$ cat config.mk
export PLATFORM = sky130hd
export DESIGN_NAME = pipelined_lookahead_adder
export DESIGN_NICKNAME = d
export VERILOG_FILES = /design/src/rtl/adder_pkg.sv /design/src/rtl/cla_group_4.sv /design/src/rtl/pipelined_lookahead_adder.sv
export SDC_FILE = /design/constraint.sdc
export NUM_CORES = 1
export LEC_CHECK = 0
export CAP_MARGIN = 15
export CORE_UTILIZATION = 45
export CTS_BUF_LIST = sky130_fd_sc_hd__clkbuf_8
export CTS_CLUSTER_DIAMETER = 200
export DETAILED_ROUTE_END_ITERATION = 16
export PLACE_DENSITY = 0.73
export SLEW_MARGIN = 20
export SYNTH_ARGS = -nofsm -noshare
export SYNTH_HDL_FRONTEND = slang
export SYNTH_HIERARCHICAL = 1
export SYNTH_SLANG_ARGS = --single-unit
export TNS_END_PERCENT = 1
$ cat constraint.sdc
create_clock -name Clk -period 2.3 [get_ports Clk]
set_input_delay 0.23 -clock Clk [delete_from_list [all_inputs] [get_ports Clk]]
set_output_delay 0.23 -clock Clk [all_outputs]
set_load 0.05 [all_outputs]
$ cat src/rtl/adder_pkg.sv
// adder_pkg: shared constants, op encoding and sizing helpers
// for the pipelined lookahead adder datapath.
package adder_pkg;

    localparam int GROUP_W = 4;

    typedef enum logic {
        OP_ADD = 1'b0,
        OP_SUB = 1'b1
    } op_t;

    // Bits resolved by one pipeline stage.
    function automatic int slice_width(input int width, input int stages);
        return width / stages;
    endfunction

    // Number of 4-bit lookahead groups inside one slice.
    function automatic int group_count(input int width, input int stages);
        return slice_width(width, stages) / GROUP_W;
    endfunction

endpackage

$ cat src/rtl/cla_group_4.sv
// cla_group_4: 4-bit carry-lookahead group producing the sum
// plus group propagate/generate for the next lookahead level.
module cla_group_4
    import adder_pkg::*;
(
    input  logic [GROUP_W-1:0] a,
    input  logic [GROUP_W-1:0] b,
    input  logic               cin,
    output logic [GROUP_W-1:0] s,
    output logic               pg,
    output logic               gg
);

    logic [GROUP_W-1:0] p;
    logic [GROUP_W-1:0] g;
    logic [GROUP_W-1:0] c;

    // PG/GG depend only on the operands so the slice-level
    // lookahead never waits on this group's carry-in.
    assign p  = a ^ b;
    assign g  = a & b;
    assign pg = &p;
    assign gg = g[3]
              | (p[3] & g[2])
              | (p[3] & p[2] & g[1])
              | (p[3] & p[2] & p[1] & g[0]);

    // Flattened per-bit carries and the group sum.
    always_comb begin
        c[0] = cin;
        c[1] = g[0]
             | (p[0] & cin);
        c[2] = g[1]
             | (p[1] & g[0])
             | (p[1] & p[0] & cin);
        c[3] = g[2]
             | (p[2] & g[1])
             | (p[2] & p[1] & g[0])
             | (p[2] & p[1] & p[0] & cin);
        s    = p ^ c;
    end

endmodule

$ cat src/rtl/pipelined_lookahead_adder.sv
// pipelined_lookahead_adder: valid/ready pipelined lookahead
// adder/subtractor, one operand slice resolved per stage.
module pipelined_lookahead_adder
    import adder_pkg::*;
#(
    parameter int WIDTH  = 16,
    parameter int STAGES = 2
) (
    input  logic             Clk,
    input  logic             Reset,
    input  logic             in_valid,
    output logic             in_ready,
    input  logic [WIDTH-1:0] A,
    input  logic [WIDTH-1:0] B,
    input  logic             op,
    output logic             out_valid,
    input  logic             out_ready,
    output logic [WIDTH-1:0] S,
    output logic             cout,
    output logic             ovf
);

    localparam int SLICE  = slice_width(WIDTH, STAGES);
    localparam int GROUPS = group_count(WIDTH, STAGES);

    logic advance;

    // Operand capture register (B already conditioned, carry-in = op).
    logic             cap_vld_d, cap_vld_q;
    logic             cap_cin_d, cap_cin_q;
    logic [WIDTH-1:0] cap_a_d, cap_a_q;
    logic [WIDTH-1:0] cap_b_d, cap_b_q;

    // Links between pipeline levels: index 0 is the capture register,
    // index k+1 is the register of stage k.
    logic             lnk_vld [STAGES+1];
    logic             lnk_cy  [STAGES+1];
    logic [WIDTH-1:0] lnk_res [STAGES+1];
    logic [WIDTH-1:0] lnk_a   [STAGES+1];
    logic [WIDTH-1:0] lnk_b   [STAGES+1];
    logic             lnk_msb [STAGES];

    // The last stage has no operand bits left to consume.
    logic unused_tail;
    assign unused_tail = ^{lnk_a[STAGES], lnk_b[STAGES]};

    // One global advance: the whole pipe moves unless a result is stuck.
    assign advance  = !out_valid || out_ready;
    assign in_ready = advance;

    // Capture next operand set; a bubble only clears the valid bit.
    always_comb begin
        cap_vld_d = cap_vld_q;
        cap_cin_d = cap_cin_q;
        cap_a_d   = cap_a_q;
        cap_b_d   = cap_b_q;
        if (advance) begin
            cap_vld_d = in_valid;
        end
        if (advance && in_valid) begin
            cap_a_d   = A;
            cap_b_d   = (op_t'(op) == OP_SUB) ? ~B : B;
            cap_cin_d = (op_t'(op) == OP_SUB);
        end
    end

    // Capture register state.
    always_ff @(posedge Clk or posedge Reset) begin
        if (Reset) begin
            cap_vld_q <= 1'b0;
            cap_cin_q <= 1'b0;
            cap_a_q   <= '0;
            cap_b_q   <= '0;
        end else begin
            cap_vld_q <= cap_vld_d;
            cap_cin_q <= cap_cin_d;
            cap_a_q   <= cap_a_d;
            cap_b_q   <= cap_b_d;
        end
    end

    assign lnk_vld[0] = cap_vld_q;
    assign lnk_cy[0]  = cap_cin_q;
    assign lnk_res[0] = '0;
    assign lnk_a[0]   = cap_a_q;
    assign lnk_b[0]   = cap_b_q;

    for (genvar k = 0; k < STAGES; k++) begin : g_stage
        localparam int LO_W = SLICE * (k + 1);
        localparam logic [WIDTH-1:0] HI_MASK = {WIDTH{1'b1}} << LO_W;

        logic              cin;
        logic [SLICE-1:0]  sa, sb, sum;
        logic [GROUPS-1:0] pg, gg;
        logic [GROUPS:0]   gc;
        logic              t_acc, t_grp;
        logic              vld_d, vld_q;
        logic              cout_d, cout_q;
        logic              cmsb_d, cmsb_q;
        logic [WIDTH-1:0]  res_d, res_q;
        logic [WIDTH-1:0]  a_d, a_q;
        logic [WIDTH-1:0]  b_d, b_q;

        assign cin = lnk_cy[k];
        assign sa  = lnk_a[k][k*SLICE +: SLICE];
        assign sb  = lnk_b[k][k*SLICE +: SLICE];

        for (genvar g = 0; g < GROUPS; g++) begin : g_grp
            cla_group_4 u_grp (
                .a   (sa[g*GROUP_W +: GROUP_W]),
                .b   (sb[g*GROUP_W +: GROUP_W]),
                .cin (gc[g]),
                .s   (sum[g*GROUP_W +: GROUP_W]),
                .pg  (pg[g]),
                .gg  (gg[g])
            );
        end

        // Group carries as flat sums of products of PG/GG and cin.
        always_comb begin
            gc    = '0;
            t_acc = 1'b0;
            t_grp = 1'b0;
            gc[0] = cin;
            for (int j = 0; j < GROUPS; j++) begin
                t_acc = cin;
                for (int i = 0; i <= j; i++) begin
                    t_acc = t_acc & pg[i];
                end
                for (int i = 0; i <= j; i++) begin
                    t_grp = gg[i];
                    for (int m = i + 1; m <= j; m++) begin
                        t_grp = t_grp & pg[m];
                    end
                    t_acc = t_acc | t_grp;
                end
                gc[j+1] = t_acc;
            end
        end

        // Stage update: valid follows the pipe, data loads only for real ops.
        always_comb begin
            vld_d  = vld_q;
            cout_d = cout_q;
            cmsb_d = cmsb_q;
            res_d  = res_q;
            a_d    = a_q;
            b_d    = b_q;
            if (advance) begin
                vld_d = lnk_vld[k];
            end
            if (advance && lnk_vld[k]) begin
                res_d = lnk_res[k];
                res_d[k*SLICE +: SLICE] = sum;
                a_d    = lnk_a[k] & HI_MASK;
                b_d    = lnk_b[k] & HI_MASK;
                cout_d = gc[GROUPS];
                cmsb_d = sum[SLICE-1] ^ sa[SLICE-1] ^ sb[SLICE-1];
            end
        end

        // Stage register state.
        always_ff @(posedge Clk or posedge Reset) begin
            if (Reset) begin
                vld_q  <= 1'b0;
                cout_q <= 1'b0;
                cmsb_q <= 1'b0;
                res_q  <= '0;
                a_q    <= '0;
                b_q    <= '0;
            end else begin
                vld_q  <= vld_d;
                cout_q <= cout_d;
                cmsb_q <= cmsb_d;
                res_q  <= res_d;
                a_q    <= a_d;
                b_q    <= b_d;
            end
        end

        assign lnk_vld[k+1] = vld_q;
        assign lnk_cy[k+1]  = cout_q;
        assign lnk_res[k+1] = res_q;
        assign lnk_a[k+1]   = a_q;
        assign lnk_b[k+1]   = b_q;
        assign lnk_msb[k]   = cmsb_q;
    end

    assign out_valid = lnk_vld[STAGES];
    assign S         = lnk_res[STAGES];
    assign cout      = lnk_cy[STAGES];
    assign ovf       = lnk_msb[STAGES-1] ^ lnk_cy[STAGES];

endmodule

## After elaboration in Yosys (flattened, before gate mapping)

Cells that the tools add are included.

- Multiplexer cells: 1
- Bitwise logic cells: 120
- Reduce and logical (&&, ||, !) cells: 9

Operator list:

| cell | number |
|---|---|
| $and 1x1->1 | 62 |
| $or 1x1->1 | 42 |
| $xor 4x4->4 | 8 |
| $and 4x4->4 | 4 |
| $mux 16 | 1 |
| $not 16->16 | 1 |
| $reduce_and 4->1 | 4 |
| $logic_and 1x1->1 | 3 |
| $xor 1x1->1 | 3 |
| $logic_not 1->1 | 1 |
| $logic_or 1x1->1 | 1 |

- Output and inout port bits: 20
- Bits of input ports: 37
- Bits in registers: 79
- Word-level logic and storage cells: 143

## Logic depth before layout (Yosys ltp)

- Depth in word-level cells: 11
- Mapped depth: 11
- Gate-level depth less buffers: 11

## Modules after synthesis

Netlist, hierarchy kept.

Modules (own cells, without submodules):

| module | cells an instance | sequential area each (um^2) | times used | area each (um^2) |
|---|---|---|---|---|
| pipelined_lookahead_adder | 221 | 1976.9 | 1 | 3220.6 |
| cla_group_4 | 21 | 0.0 | 4 | 170.2 |

## Least setup slack after synthesis

Ideal clock, no wire load.

- Path kind: flip-flop to flip-flop
- Start: reg g_stage[0].a_q[10]
- End: reg g_stage[1].cmsb_q
- Path buffers: 0
- Setup slack: 0.071 ns
- Stages on the path, launching flop included: 12
- Period minus slack after synthesis: 2.229 ns
- Library setup time: 0.125 ns
- Arrival: 2.104 ns
- Cell sequence: dfrtp_1 -> ha_1 -> a21oi_1 -> nand2_1 -> a21o_1 -> a21o_1 -> nand4_1 -> nand3_1 -> xor2_1 -> xnor2_1 -> xnor2_1 -> mux2_2

- Cells in the longest elaborated chain, start to end: 11
- Elaborated cells on any way between the ends: 18

RTL lines:

| element | RTL line | RTL |
|---|---|---|
| from (decl) | pipelined_lookahead_adder.sv:101 | `logic [WIDTH-1:0] a_d, a_q;` |
| from (signal assigned) | pipelined_lookahead_adder.sv:169 | `a_q <= '0;` |
| from (signal assigned) | pipelined_lookahead_adder.sv:176 | `a_q <= a_d;` |
| $and 4x4->4 / $xor 4x4->4 (equally long branches) | cla_group_4.sv:21, cla_group_4.sv:20 |  |
| $and 1x1->1, on equally long branches | cla_group_4.sv:24, cla_group_4.sv:25, cla_group_4.sv:26 |  |
| $or 1x1->1 (tied with other cells) | cla_group_4.sv:24 | `\| (p[3] & g[2])` |
| $or 1x1->1 / $and 1x1->1 (equally long branches) | cla_group_4.sv:25, cla_group_4.sv:26 |  |
| $or 1x1->1 (*) | cla_group_4.sv:26 | `\| (p[3] & p[2] & p[1] & g[0]);` |
| net g_stage[1].gg[0] | pipelined_lookahead_adder.sv:94 | `logic [GROUPS-1:0] pg, gg;` |
| $or 1x1->1 (*) | pipelined_lookahead_adder.sv:135 | `t_acc = t_acc \| t_grp;` |
| net g_stage[1].gc[1] | pipelined_lookahead_adder.sv:95 | `logic [GROUPS:0] gc;` |
| $and 1x1->1 (*) | cla_group_4.sv:39 | `\| (p[2] & p[1] & p[0] & cin);` |
| $or 1x1->1 (*) | cla_group_4.sv:39 |  |
| $xor 4x4->4 (*) | cla_group_4.sv:40 | `s = p ^ c;` |
| net g_stage[1].sum[7] | pipelined_lookahead_adder.sv:93 | `logic [SLICE-1:0] sa, sb, sum;` |
| $xor 1x1->1 (*) (2 in series) | pipelined_lookahead_adder.sv:158 | `cmsb_d = sum[SLICE-1] ^ sa[SLICE-1] ^ sb[SLICE-1];` |
| to (signal assigned) | pipelined_lookahead_adder.sv:174 | `cmsb_q <= cmsb_d;` |
| to (decl) | pipelined_lookahead_adder.sv:99 | `logic cmsb_d, cmsb_q;` |

The timed path passes the listed nets; every way through them passes the cells marked *.
A chain may end at the register's enable or synchronous reset.

## Worst setup path after layout

- Start: reg g_stage[0].b_q[10]
- End: reg g_stage[1].res_q[13], in the netlist S[13]

- Elaborated cells on any way between the ends: 16

RTL lines:

| element | RTL line | RTL |
|---|---|---|
| from (decl) | pipelined_lookahead_adder.sv:102 | `logic [WIDTH-1:0] b_d, b_q;` |
| from (signal assigned) | pipelined_lookahead_adder.sv:170 | `b_q <= '0;` |
| from (signal assigned) | pipelined_lookahead_adder.sv:177 | `b_q <= b_d;` |
| $xor 4x4->4 | cla_group_4.sv:20 | `assign p = a ^ b;` |
| $reduce_and 4->1 | cla_group_4.sv:22 | `assign pg = &p;` |
| net g_stage[1].pg[0] | pipelined_lookahead_adder.sv:94 |  |
| $and 1x1->1 | pipelined_lookahead_adder.sv:128 | `t_acc = t_acc & pg[i];` |
| $or 1x1->1 | pipelined_lookahead_adder.sv:135 |  |
| net g_stage[1].gc[1] | pipelined_lookahead_adder.sv:95 |  |
| $and 1x1->1 | cla_group_4.sv:32 | `\| (p[0] & cin);` |
| $or 1x1->1 | cla_group_4.sv:32 |  |
| $xor 4x4->4 | cla_group_4.sv:40 |  |
| net g_stage[1].sum[5] | pipelined_lookahead_adder.sv:93 |  |
| to (signal assigned) | pipelined_lookahead_adder.sv:175 | `res_q <= res_d;` |
| to (decl) | pipelined_lookahead_adder.sv:100 | `logic [WIDTH-1:0] res_d, res_q;` |

The timed path passes the listed nets, and every way through them passes these cells.

==> reports/results.md <==
* 0.00447 W — internal power consumption
* ha_4 > buf_4 > and4_2 > a21o_1 > buf_4 > inv_1 > fa_1 > xnor2_1 > mux2_2 — critical-path cell list
* 50.7% — Seq/Total Area, Yosys
* multiplexers — largest family of logic cells by synthesized area
* 53.0% — Comb pwr share
* 9 — Reg2Reg Depth
* 3.62 mm — total met2 wirelength after detailed routing
* 3 — number of buffer and inverter stages on the critical path
* 9050 µm² — Die Footprint
* 0 — Setup violations, final
* 5.05 mm — HPWL after DPL
* met4 — uppermost routed layer
* g_stage[0].b_q[10] — startpoint of the worst-slack reg-to-reg timing path
* 0.448 GHz — top achievable clock speed
* 425 — Layout Nets
* sky130_fd_sc_hd__dfrtp_1 — library cell with the largest summed area after synthesis
* 2623 — number of global-route vias before repair
* 79 — flip-flop and latch count after synthesis
* sky130_fd_sc_hd__dfrtp_1, sky130_fd_sc_hd__mux2_2, sky130_fd_sc_hd__a21oi_1, sky130_fd_sc_hd__xnor2_1, sky130_fd_sc_hd__inv_1 — most used standard cells in the synthesized netlist
* 0 — Remaining Overflow, GRT
* 12.2 mm — wire length of the first global-routing pass
* 0 — number of enable flip-flop cells after synthesis
* 0 — max-slew violations
* done — clock tree from TritonCTS
* 1510 nW/µm² — PwrDens
* sky130_fd_sc_hd__dfrtp_1 — most common flop cell mapped by yosys
* flip-flop — type of element launching the critical path
* 41 — pin count of the biggest net entering global routing
* 27.2% — fraction of final layout cells with drive strength greater than 1
* 53 — violation count after the first detailed-routing iteration
* 3.15 mm — Routed met1 length
* input port to async pin — HP Class
* 0 — max capacitance violation total
* 477 — non-filler instance count after layout
* 2.23 ns — min cycle time layout
* 95.1 µm — chip width
* 0.42 ns — Largest stage delay, worst path
* 0 — detailed-route DRC error count
* 8300 µm² — placeable core area
* 2.46 ns — Arrival @ worst endpoint
* 362 — net count after synthesis
* 462 — placed cells
* sky130_fd_sc_hd__dfrtp_1 — library cell with the highest instance count after synthesis
* 47.0% — Initial Util
* 18.0% — share of cell area taken by muxes after synthesis
* 50.7% — portion of synthesized cell area occupied by the leading cell type
* 2.53 ns — endpoint required time on the critical path
* 0.35 ns — worst-skew pair later-pin latency
* 24.2% — signed area change from the synthesized netlist to the final layout
* 7.19 mm — post-detailed-routing wire length
* sky130_fd_sc_hd__dfrtp_1, sky130_fd_sc_hd__mux2_2, sky130_fd_sc_hd__xnor2_1 — largest cells by area after synthesis
* sky130_fd_sc_hd__clkbuf_8 — clock root buffer
* 2.13 nW — standby leakage power
* 100% — fraction of registers with async set/reset
* 3 — largest fanout on the critical path
* flip-flop — Critical Path Sink Type
* finished, final reports clean — result of the run
* 2 — clock buffer depth
* 56 — Port Buffers
* 0.000573 V — largest vdd supply drop
* 33 — number of placement rows
* 0 — Final Hold Fails
* 6 — warning count from the yosys run
* yes — RSZ-0062 raised after global routing
* 58.4% — Util after Layout
* 31.9% — part of the total power dissipated in sequential elements
* 0.07 ns — minimum setup slack among reg-to-reg paths
* 6.96% — xor and xnor area share after synthesis
* 79 — Clock Sinks
* 0.0123 ns — post-route clock skew
* 66.4% — Max transition margin
* 95.1 µm — die height
* 7.18% — share of synthesized cell area in full adder, half adder and majority cells
* 0 — final antenna-violating net count
* 305 — gate count of the mapped netlist
* 3 — number of levels the H-tree was split into
* 15.1 µm — detail-routed net length per standard cell
* 325 µm — detailed route wirelength on metal3
* 2502 — vias after detailed routing
* adder cells — kind of cell adding the most delay to the critical path
* 57 — I/O pin total
* 15.1% — clock share of power
* 0.08 ns — clock transition at the register clock pins on the worst setup and hold paths after CTS
* 38.7% — net switching fraction of the power
* 0 — initial antenna violation count
* sky130_fd_sc_hd__dfrtp_1 — Slowest-stage cell, CP
* 3900 µm² — total standard cell area after synthesis
* 4.17% — simple logic cell fraction of the synthesized area
* 8.53% — Synth Area in Compound Gates
* 0 — count of antenna diodes in the layout
* S[13] — Reg2Reg Capture Point
* 0 — Post-CTS Repair Setup Buffers
* 0.00283 W — net switching power figure
* 0 — quantity of hold-fixing buffers added after cts
* sky130_fd_sc_hd__buf_4 — most prevalent standard cell on the critical path
* 97.1% — final critical-path share of the clock period
* 4 — drt pass-1 iters
* 12.8 µm² — average cell area after synthesis
* 9 — number of buffers inserted during clock tree synthesis
* 17.9% — aggregate global-route resource usage
* 0.783 — routability-driven placement congestion ratio
* 5.25 — post-DR vias/cell
* 0.502 ns — pin slew with the least headroom to its limit
* flip-flop to flip-flop — Worst Setup Path Type
* 25 — distinct cell type count after synthesis
* 691 — layout filler cell count
## cell usage in the layout (no fill, tap or decap), types with 6 or more instances in the layout
cell type | synthesis | layout
sky130_fd_sc_hd__inv_1 | 19 | 20
sky130_fd_sc_hd__a21oi_1 | 40 | 38
sky130_fd_sc_hd__a21o_1 | 10 | 10
sky130_fd_sc_hd__mux2_4 | 13 | 13
sky130_fd_sc_hd__dfrtp_1 | 79 | 79
sky130_fd_sc_hd__xnor2_1 | 26 | 26
sky130_fd_sc_hd__clkbuf_8 | 0 | 10
sky130_fd_sc_hd__clkdlybuf4s50_1 | 0 | 55
sky130_fd_sc_hd__buf_4 | 1 | 9
sky130_fd_sc_hd__ha_1 | 16 | 12
sky130_fd_sc_hd__mux2_2 | 45 | 45
sky130_fd_sc_hd__nand2_1 | 6 | 6
sky130_fd_sc_hd__nand3_1 | 8 | 8
## worst max-delay path by stage
| stage | startpoint | slack [ns] | endpoint | cells past startpoint |
|---|---|---|---|---|
| after CTS | g_stage[0].a_q[10] | 0.07 | g_stage[1].cmsb_q | 11 |
| final | g_stage[0].b_q[10] | 0.07 | S[13] | 9 |
| after detailed placement | g_stage[0].a_q[10] | -0.03 | g_stage[1].cmsb_q | 11 |
| after floorplan | Reset | 0.05 | S[0] | 1 |
| after global routing | g_stage[0].b_q[10] | -0.01 | g_stage[1].cmsb_q | 11 |
| after global placement | g_stage[0].a_q[10] | 0.06 | g_stage[1].cmsb_q | 11 |
## final cells by class
cell class / instances / area (µm²) / area share [%]
tap: 105 / 131 / 2.71
clock inverter: 5 / 75.1 / 1.55
multi-input combinational: 193 / 1790 / 37.0
timing repair buffer: 66 / 658 / 13.6
inverter: 19 / 71.3 / 1.47
clock buffer: 10 / 138 / 2.84
sequential: 79 / 1980 / 40.8
## cell families (layout without fill, tap and decap cells)
logic type                 Yosys count  count (layout)
AOI/OAI and AO/OA                   58              58
xor gates and xnor gates            31              31
adders and majority gates           20              20
buffers and inverters               33             100
DFF                                 79              79
muxes                               58              58
and+or+nand+nor                     26              26
## flip-flops by register name (all words and copies together), names as in the netlist, 8 cells and up
name and cells:
g_stage.b_q 8, g_stage.res_q 8, cap_b_q 16, g_stage.a_q 8
cap_a_q 16, S 16
## stage by stage
stage / worst slack, ns / hold WS (ns) / cell area [µm²] / TNS [ns] / power, W
floorplan: 0.0466 / 0.378 / 3900 / 0 / 0.00512
global placement: 0.0573 / 0.487 / 4590 / 0 / 0.00600
detailed placement: -0.0269 / 0.493 / 4590 / -0.0269 / 0.00613
CTS: 0.0653 / 0.217 / 4820 / 0 / 0.00730
global route: -0.0130 / 0.247 / 4840 / -0.0130 / 0.00782
finish: 0.0671 / 0.216 / 4840 / 0 / 0.00730
## metal layers
layer / global-route usage (%) / up-vias
met2: 31.1 / 63
met4: 5.56 / 0
met1: 21.4 / 1243
met3: 4.94 / 10
li1: - / 1186
met5: 0 / -
## repair_timing
item	4_1_cts	5_1_grt
resized for setup	2	5
pin swaps	0	8
gates cloned	0	0
endpoints found under the setup margin	1	4
## power by group through the flow
| stage | combinational, W | clock [W] | sequential [W] |
|---|---|---|---|
| floorplan | 0.00232 | 0 | 0.00280 |
| global placement | 0.00368 | 0 | 0.00232 |
| CTS | 0.00384 | 0.00113 | 0.00233 |
| detailed placement | 0.00379 | 0 | 0.00234 |
| global route | 0.00422 | 0.00120 | 0.00241 |
| finish | 0.00387 | 0.00110 | 0.00233 |
No activity file was read; power rests on OpenSTA's default activity.
